[src/rtl/wb_pkg.sv]
// Shared definitions for the writeback arbiter: register address width,
// default data width and the queued writeback entry layout.
package wb_pkg;

    localparam int unsigned REG_ADDR_W   = 5;
    localparam int unsigned XLEN_DEFAULT = 32;

    typedef struct packed {
        logic [XLEN_DEFAULT-1:0] data;
        logic [REG_ADDR_W-1:0]   dest;
        logic                    no_wb;
    } wb_entry_t;

    // An entry writes the register file unless it is marked no-result or targets x0.
    function automatic logic wb_writes(input logic [REG_ADDR_W-1:0] dest,
                                       input logic                  no_wb);
        return !no_wb && (dest != '0);
    endfunction

endpackage

[src/rtl/wb_fifo.sv]
// Per-channel writeback FIFO; full/empty come from an occupancy counter 0..DEPTH,
// so ch_ready derived from full_o is purely registered.
module wb_fifo
    import wb_pkg::*;
#(
    parameter int unsigned XLEN  = XLEN_DEFAULT,
    parameter int unsigned DEPTH = 2
) (
    input  logic                  clk,
    input  logic                  rst,
    input  logic                  push_i,
    input  logic                  pop_i,
    input  logic [XLEN-1:0]       data_i,
    input  logic [REG_ADDR_W-1:0] dest_i,
    input  logic                  no_wb_i,
    output logic [XLEN-1:0]       data_o,
    output logic [REG_ADDR_W-1:0] dest_o,
    output logic                  no_wb_o,
    output logic                  full_o,
    output logic                  empty_o
);

    localparam int unsigned PW = $clog2(DEPTH);
    localparam int unsigned CW = $clog2(DEPTH + 1);

    logic [XLEN-1:0]       data_q  [DEPTH];
    logic [REG_ADDR_W-1:0] dest_q  [DEPTH];
    logic                  no_wb_q [DEPTH];

    logic [PW-1:0] wr_ptr_q, wr_ptr_d;
    logic [PW-1:0] rd_ptr_q, rd_ptr_d;
    logic [CW-1:0] cnt_q, cnt_d;
    logic          do_push, do_pop;

    assign full_o  = (cnt_q == CW'(DEPTH));
    assign empty_o = (cnt_q == '0);
    assign do_push = push_i && !full_o;
    assign do_pop  = pop_i && !empty_o;

    assign data_o  = data_q[rd_ptr_q];
    assign dest_o  = dest_q[rd_ptr_q];
    assign no_wb_o = no_wb_q[rd_ptr_q];

    // DEPTH is a power of two, so pointer overflow is the modulo-DEPTH wrap.
    always_comb begin
        wr_ptr_d = do_push ? wr_ptr_q + PW'(1) : wr_ptr_q;
        rd_ptr_d = do_pop  ? rd_ptr_q + PW'(1) : rd_ptr_q;
        cnt_d    = cnt_q;
        if (do_push && !do_pop) begin
            cnt_d = cnt_q + CW'(1);
        end else if (!do_push && do_pop) begin
            cnt_d = cnt_q - CW'(1);
        end
    end

    always_ff @(posedge clk) begin
        if (rst) begin
            wr_ptr_q <= '0;
            rd_ptr_q <= '0;
            cnt_q    <= '0;
        end else begin
            wr_ptr_q <= wr_ptr_d;
            rd_ptr_q <= rd_ptr_d;
            cnt_q    <= cnt_d;
        end
    end

    always_ff @(posedge clk) begin
        if (!rst && do_push) begin
            data_q[wr_ptr_q]  <= data_i;
            dest_q[wr_ptr_q]  <= dest_i;
            no_wb_q[wr_ptr_q] <= no_wb_i;
        end
    end

endmodule

[src/rtl/wb_arb.sv]
// Writeback arbiter: NCH result FIFOs, one pop per cycle into registered
// register-file write outputs. Define WB_ARB_RR_EN for round-robin selection.
module wb_arb
    import wb_pkg::*;
#(
    parameter int unsigned XLEN  = XLEN_DEFAULT,
    parameter int unsigned NCH   = 3,
    parameter int unsigned DEPTH = 2
) (
    input  logic                       clk,
    input  logic                       rst,
    input  logic [NCH-1:0]             ch_valid,
    output logic [NCH-1:0]             ch_ready,
    input  logic [NCH*XLEN-1:0]        ch_data,
    input  logic [NCH*REG_ADDR_W-1:0]  ch_dest,
    input  logic [NCH-1:0]             ch_no_wb,
    output logic                       reg_write_enable,
    output logic [XLEN-1:0]            write_data,
    output logic [REG_ADDR_W-1:0]      write_addr,
    output logic [31:0]                retire_cnt
);

    localparam int unsigned SW = (NCH > 1) ? $clog2(NCH) : 1;

    logic [NCH-1:0]        full, empty, push, pop;
    logic [XLEN-1:0]       head_data  [NCH];
    logic [REG_ADDR_W-1:0] head_dest  [NCH];
    logic [NCH-1:0]        head_no_wb;

    logic                  found;
    logic [SW-1:0]         sel;

    logic                  we_q, we_d;
    logic [XLEN-1:0]       wdata_q, wdata_d;
    logic [REG_ADDR_W-1:0] waddr_q, waddr_d;
    logic [31:0]           retire_cnt_q, retire_cnt_d;

    assign ch_ready = ~full;
    assign push     = ch_valid & ~full;

    for (genvar g = 0; g < NCH; g++) begin : g_ch
        wb_fifo #(
            .XLEN  (XLEN),
            .DEPTH (DEPTH)
        ) u_fifo (
            .clk     (clk),
            .rst     (rst),
            .push_i  (push[g]),
            .pop_i   (pop[g]),
            .data_i  (ch_data[g*XLEN +: XLEN]),
            .dest_i  (ch_dest[g*REG_ADDR_W +: REG_ADDR_W]),
            .no_wb_i (ch_no_wb[g]),
            .data_o  (head_data[g]),
            .dest_o  (head_dest[g]),
            .no_wb_o (head_no_wb[g]),
            .full_o  (full[g]),
            .empty_o (empty[g])
        );
    end

`ifdef WB_ARB_RR_EN
    // rr_ptr_q names the channel just after the last one popped.
    logic [SW-1:0] rr_ptr_q, rr_ptr_d;

    always_comb begin
        found = 1'b0;
        sel   = '0;
        for (int unsigned k = 0; k < NCH; k++) begin
            if (!found && !empty[SW'((32'(rr_ptr_q) + k) % NCH)]) begin
                found = 1'b1;
                sel   = SW'((32'(rr_ptr_q) + k) % NCH);
            end
        end
    end

    always_comb begin
        rr_ptr_d = rr_ptr_q;
        if (found) begin
            rr_ptr_d = (sel == SW'(NCH - 1)) ? '0 : sel + SW'(1);
        end
    end

    always_ff @(posedge clk) begin
        if (rst) begin
            rr_ptr_q <= '0;
        end else begin
            rr_ptr_q <= rr_ptr_d;
        end
    end
`else
    always_comb begin
        found = 1'b0;
        sel   = '0;
        for (int unsigned i = 0; i < NCH; i++) begin
            if (!found && !empty[SW'(i)]) begin
                found = 1'b1;
                sel   = SW'(i);
            end
        end
    end
`endif

    always_comb begin
        pop = '0;
        if (found) begin
            pop[sel] = 1'b1;
        end
        we_d         = found && wb_writes(head_dest[sel], head_no_wb[sel]);
        wdata_d      = we_d ? head_data[sel] : '0;
        waddr_d      = we_d ? head_dest[sel] : '0;
        retire_cnt_d = retire_cnt_q + 32'd1;
    end

    always_ff @(posedge clk) begin
        if (rst) begin
            we_q         <= 1'b0;
            wdata_q      <= '0;
            waddr_q      <= '0;
            retire_cnt_q <= '0;
        end else begin
            we_q    <= we_d;
            wdata_q <= wdata_d;
            waddr_q <= waddr_d;
            if (found) begin
                retire_cnt_q <= retire_cnt_d;
            end
        end
    end

    assign reg_write_enable = we_q;
    assign write_data       = wdata_q;
    assign write_addr       = waddr_q;
    assign retire_cnt       = retire_cnt_q;

endmodule

[config.mk]
export PLATFORM = sky130hd
export DESIGN_NAME = wb_arb
export DESIGN_NICKNAME = d
export VERILOG_FILES = /design/src/rtl/wb_pkg.sv /design/src/rtl/wb_fifo.sv /design/src/rtl/wb_arb.sv
export SDC_FILE = /design/constraint.sdc
export NUM_CORES = 1
export LEC_CHECK = 0
export BUFFER_PORTS_ARGS = -buffer_cell sky130_fd_sc_hd__clkbuf_2
export CAP_MARGIN = 10
export CORE_MARGIN = 2
export CORE_UTILIZATION = 51
export CTS_CLUSTER_SIZE = 12
export DETAILED_ROUTE_END_ITERATION = 7
export GPL_TIMING_DRIVEN = 0
export PLACE_DENSITY = 0.8
export SLEW_MARGIN = 20
export SYNTH_ARGS = -nofsm -noshare
export SYNTH_HDL_FRONTEND = slang
export SYNTH_SLANG_ARGS = --single-unit
[constraint.sdc]
create_clock -name clk -period 4.9 [get_ports clk]
set_clock_uncertainty 0.1 [all_clocks]
set_input_delay 0.98 -clock clk [delete_from_list [all_inputs] [get_ports clk]]
set_output_delay 0.98 -clock clk [all_outputs]
set_load 0.01 [all_outputs]
==> results of run 1 <==
==> flip-flops by register name, indices dropped and copies added, names as in the netlist, named ones only <==
signal and cells:
g_ch.u_fifo.data_q 192, reg_write_enable 1, retire_cnt 32, g_ch.u_fifo.rd_ptr_q 3
write_data 32, g_ch.u_fifo.wr_ptr_q 3, g_ch.u_fifo.no_wb_q 6, g_ch.u_fifo.cnt_q 6
write_addr 5, g_ch.u_fifo.dest_q 30
==> cell usage after synthesis, drive strengths merged <==
library cell	number	area (um2)
and2	1	6.26
xor2	19	166
and4	1	8.76
dfxtp	85	1700
a2111oi	1	27.5
nand2	22	82.6
mux2	22	248
o21bai	1	18.8
nor3	12	60.1
a21oi	23	115
a31oi	4	25.0
nand3	13	65.1
a31o	1	8.76
o31ai	1	12.5
a211oi	66	646
or2	2	12.5
nor2	77	299
ha	4	50.1
nand2b	3	18.8
or4	1	11.3
buf	20	113
nor4	4	37.5
o21ai	15	75.1
inv	15	56.3
clkbuf	21	78.8
or3	12	75.1
xnor2	16	140
mux2i	79	791
a2111o	1	11.3
nand4	7	43.8
nor3b	3	22.5
edfxtp	228	6850
nor2b	15	93.8
and3	3	18.8
==> metal layers <==
layer | up-vias | track usage | share of wire
met4 | 0 | 0.0753 | 0.031
met5 | - | 0 | 0
met3 | 54 | 0.0358 | 0.056
met1 | 3611 | 0.291 | 0.43
met2 | 215 | 0.349 | 0.48
li1 | 3485 | - | -
==> cell families after synthesis <==
kind of cell | after synthesis | share of synthesized area
simple gates | 176 | 0.0714
mux | 101 | 0.0866
fa+ha+maj | 4 | 0.00418
buf+inv | 56 | 0.0207
compound gates | 113 | 0.0784
xor+xnor | 35 | 0.0256
flops | 313 | 0.713
==> report_power, final <==
group	internal, mW	switching, mW	total (mW)	leakage [nW]
clock network	1.21	0.943	2.15	0.436
logic	0.784	1.35	2.13	2.00
registers	3.22	0.123	3.34	2.78
total	5.21	2.42	7.62	5.22
==> critical path, delay by kind of cell (launching register included) <==
kind                     cells  cell delay (ps)
AND/OR/NAND/NOR              3             1060
buffers and inverters        4              990
flip-flops                   1              370
adder cells (fa/ha/maj)      1              340
AO/OA/AOI/OAI                1              140
==> how the worst min path moves through the flow <==
stage | startpoint | to | slack, ps | cells after the start
after floorplan | g_ch[1].u_fifo.rd_ptr_q | flop | 380 | 2
after global placement | retire_cnt[27] | retire_cnt[27] | 380 | 2
after global routing | retire_cnt[20] | retire_cnt[20] | 430 | 2
after CTS | retire_cnt[27] | retire_cnt[27] | 400 | 2
final | retire_cnt[30] | retire_cnt[30] | 400 | 2
after detailed placement | retire_cnt[8] | retire_cnt[8] | 390 | 2
==> stage by stage <==
step           TNS, ps  total power, mW  instance area, um2
6_report             0             7.62               14500
5_1_grt              0             7.97               14500
4_1_cts              0             7.67               14500
3_5_place_dp         0             5.53               13600
3_3_place_gp   -429030             5.46               13300
2_1_floorplan        0             4.78               12000
==> cell type report <==
class	instances	area, um2
flip-flops and latches	313	8550
inverters	15	56.3
clock buffers	53	878
multi-input cells	429	3220
fillers	1757	8780
clock inverters	5	26.3
well taps	319	399
plain buffers	41	191
repair buffers	215	1160
diodes	3	7.51
==> results.yml, run 1 <==
route:
  ant_nets: 0
  initialDrtViolationCount: 503
  drc_errors: 0
  vias_per_cell: 5.29
  drt-total-wl_mm: 26.8
  num_vias: 7365
  first_pass_iters: 5
  post_drt_wl_per_cell_um: 19.3
worst_setup_path:
  r2r_slack_ps: 1820
  worst_ep_required_time_ps: 5280
  cp_max_fo: 10
  path_cells: "or2_1, clkbuf_1, nor2_1, buf_2, buf_2, inv_1, ha_1, or3_1, a21oi_1"
  crit_end: "g_ch[1].u_fifo.cnt_q[1]"
  rr_worst_depth: 9
  crit_path_frequent_cell: "buf_2"
  slowest_delay_ps: 480
  crit_start: "g_ch[0].u_fifo.cnt_q[0]"
  worstSetupPathType: "reg2reg"
  worstReg2RegStart: "g_ch[0].u_fifo.cnt_q[0]"
  crit_path_start_kind: "flop"
  r2r_end: "g_ch[1].u_fifo.cnt_q[1]"
  cp-end-kind: "flop"
  cpMaxStageDelayCell: "nor2_1"
  crit_arrival_ps: 3460
logic_synthesis:
  netlist_area_um2: 12000
  synth_seq_area_share: 0.713
  syn_inst: 798
  syn_area_per_cell_um2: 15.0
  ys_types: 42
  postSynthNetCount: 921
  yosysWarnings: 0
  synth_seq_cells: 313
min_path:
  hp-class: "reg2reg"
cells_and_area:
  fin_nets: 1169
  post-route-util: 0.623
  synthToLayoutAreaGrowth_pct: 20.8
  final_common_cell: "edfxtp_1"
  final_cell_mix: "228 x edfxtp_1, 190 x clkbuf_2, 85 x dfxtp_1"
  drive_above_1_share: 0.313
  fin_cells: 1393
timing:
  finalMaxSlewViolations: 0
  setup_viol: 0
  layout_setup_ws_ps: 1820
  tightestPinTransition_ps: 876
  finalHoldViolCount: 0
  timing.hold.ws_ps: 400
  period_share: 0.629
  fmax_ghz: 0.324
  period_minus_slack_ps: 3080
  slew_headroom: 0.416
  rsz0062_at_grt: "false"
power:
  leakagePower_nw: 5.22
  ir_drop_mv: 0.296
  cellPowerDensity_nw_per_um2: 526
clocking:
  path_clk_slew_ps: 60
  holdBufCountCts: 0
  numCtsBuffers: 31
  ctsResizeCount: 0
  htreeDepth: 1
  clk_latency_ps: 560
  cts-root-buf: "clkbuf_16"
  cts_sinks: 313
  cts_tree: "yes"
  cts_setup_buffers: 0
  clockBufferDepth: 3
floorplan:
  fp-row-count: 56
  die_y_um: 157
  start_util: 0.515
  dieWidth_um: 157
  die-area_um2: 24700
  core_area_um2: 23300
  io_pins: 192
global_route:
  grt_pass1_vias: 7280
  grt_pass1_wl_mm: 40.0
  grt_max_degree: 16
  antenna_found_initial: 2
  globalRouteOverflowTotal: 0
  grt_use_total: 0.214
placement:
  globalplace.congestion: 0.795
  preCtsSetupSlack_ps: 1520
  dpl.cell_count: 1332
  port_buffers: 190
  dp_hpwl_mm: 19.0
job:
  maxCapViolCount: 0
outcome:
  status: "finished, final reports clean"
No activity file was read; power rests on OpenSTA's default activity.
==> run 2, diff against run 1 <==
CORE_UTILIZATION = 55   (was 51)
PLACE_DENSITY = 0.82   (was 0.8)
clock period = 3.06 ns   (was 4.9 ns; I/O delays follow)
==> results.yml, run 2 (synthesized netlist as in run 1, its figures left out) <==
job:
  maxCapViolCount: 0
route:
  num_vias: 7500
  first_pass_iters: 6
  vias_per_cell: 5.56
  initialDrtViolationCount: 500
  drt-total-wl_mm: 27.3
  drc_errors: 0
  post_drt_wl_per_cell_um: 20.2
  ant_nets: 0
min_path:
  hp-class: "in2reg"
  min_path_cells: 1
power:
  pwr-share-seq: 0.434
  pwr-share-comb: 0.278
  p_sw_mw: 3.89
  p_sw_frac: 0.316
  clock_power_share: 0.287
  cellPowerDensity_nw_per_um2: 848
  internal_power_mw: 8.45
  ir_drop_mv: 0.489
  leakagePower_nw: 5.25
placement:
  dpl-instance-area_um2: 13600
  preCtsSetupSlack_ps: 68.5
  globalplace.congestion: 0.833
  dp_hpwl_mm: 19.4
  port_buffers: 190
  dpl.cell_count: 1289
cells_and_area:
  largest_register: "g_ch.u_fifo.data_q"
  synthToLayoutAreaGrowth_pct: 21.4
  fin_nets: 1165
  drive_above_1_share: 0.314
  post-route-util: 0.673
  final_common_cell: "edfxtp_1"
  fin_cells: 1349
  final_area_um2: 14600
  final_cell_mix: "228 x edfxtp_1, 191 x clkbuf_2, 85 x dfxtp_1"
  largest_register_ffs: 192
worst_setup_path:
  worstReg2RegStart: "g_ch[0].u_fifo.cnt_q[0]"
  crit_path_start_kind: "flop"
  crit_arrival_ps: 3270
  crit_end: "g_ch[1].u_fifo.cnt_q[1]"
  cp_max_fo: 10
  worst_ep_required_time_ps: 3440
  r2r_slack_ps: 170
  rr_worst_depth: 9
  crit_start: "g_ch[0].u_fifo.cnt_q[0]"
  cp-end-kind: "flop"
  r2r_end: "g_ch[1].u_fifo.cnt_q[1]"
  worstSetupPathType: "reg2reg"
floorplan:
  core_area_um2: 21600
  die-area_um2: 23000
  io_pins: 192
  die_y_um: 152
  fp-row-count: 54
  start_util: 0.554
  dieWidth_um: 152
clocking:
  path_clk_slew_ps: 70
  cts_setup_buffers: 0
  htreeDepth: 1
  clockBufferDepth: 3
  cts-root-buf: "clkbuf_16"
  clk_latency_ps: 560
  cts_sinks: 313
  cts_tree: "yes"
  numCtsBuffers: 31
timing:
  layout_setup_ws_ps: 173
  period_minus_slack_ps: 2890
  fmax_ghz: 0.346
  tightestPinTransition_ps: 873
  setup_viol: 0
  finalMaxSlewViolations: 0
  period_share: 0.944
  finalHoldViolCount: 0
  slew_headroom: 0.418
  rsz0062_at_grt: "false"
  timing.hold.ws_ps: 133
global_route:
  grt_pass1_vias: 7446
  grt_use_total: 0.233
  antenna_found_initial: 2
  grt_pass1_wl_mm: 40.4
  globalRouteOverflowTotal: 0
  grt_max_degree: 17
outcome:
  status: "finished, final reports clean"
-- run 2: cell count changes in the layout (fill, tap and decap cells not counted), moves of 2 or more --
cell / before / now
buf_4: 20 / 6
clkbuf_8: 2 / 5
buf_6: 8 / 10
buf_8: 0 / 7
nor3_2: 3 / 0
nor3_4: 0 / 3
clkinv_1: 2 / 0
-- run 2: cell type report --
class | instances | area, um2
inverter | 15 | 56.3
tap | 280 | 350
timing repair buffer | 211 | 1210
clock inverter | 2 | 25.0
multi-input combinational | 429 | 3250
clock buffer | 56 | 921
sequential | 313 | 8550
fill | 1511 | 7070
buffer | 41 | 191
antenna | 2 | 5.00
-- run 2: per-layer routing --
layer	vias up	share of wire	GRT usage
met5	-	0.00048	0
met2	301	0.49	0.393
met4	2	0.028	0.0792
met3	57	0.081	0.0536
met1	3654	0.40	0.300
li1	3486	-	-
-- run 2: power groups by stage --
stage                     registers, mW  clock network (mW)  logic, mW
after detailed placement           5.45                   0       3.43
after CTS                          5.36                3.58       3.44
after global routing               5.41                3.76       3.74
after global placement             5.45                   0       3.26
final                              5.36                3.55       3.43
after floorplan                    5.53                   0       2.13
-- run 2: metrics by stage --
step,setup TNS (ps),total power [mW]
floorplan,-95420,7.66
global placement,-386200,8.71
detailed placement,0,8.88
CTS,0,12.4
global route,0,12.9
finish,0,12.3
-- run 2: worst min path at each step --
stage / start / end / slack [ps]
2_1_floorplan: g_ch[1].u_fifo.rd_ptr_q / flop / 380
3_3_place_gp: retire_cnt[8] / retire_cnt[8] / 380
3_5_place_dp: retire_cnt[20] / retire_cnt[20] / 390
4_1_cts: ch_data[7] / g_ch[0].u_fifo.data_q[0][7] / 120
5_1_grt: ch_data[79] / g_ch[2].u_fifo.data_q[1][15] / 130
6_report: ch_data[7] / g_ch[0].u_fifo.data_q[1][7] / 130
-- run 2: critical path: stages, from the launching register on --
cell and delay, ps:
dfxtp_1 370, or2_1 220, clkbuf_1 180, nor2_2 350, buf_2 320, buf_2 350
inv_1 80, ha_1 340, or3_1 350, a21oi_1 140
-- run 2: repair_timing --
item / 4_1_cts / 5_1_grt
setup endpoints to repair: 0 / 1
gates resized for setup: 0 / 1
hold buffers: 0 / 0
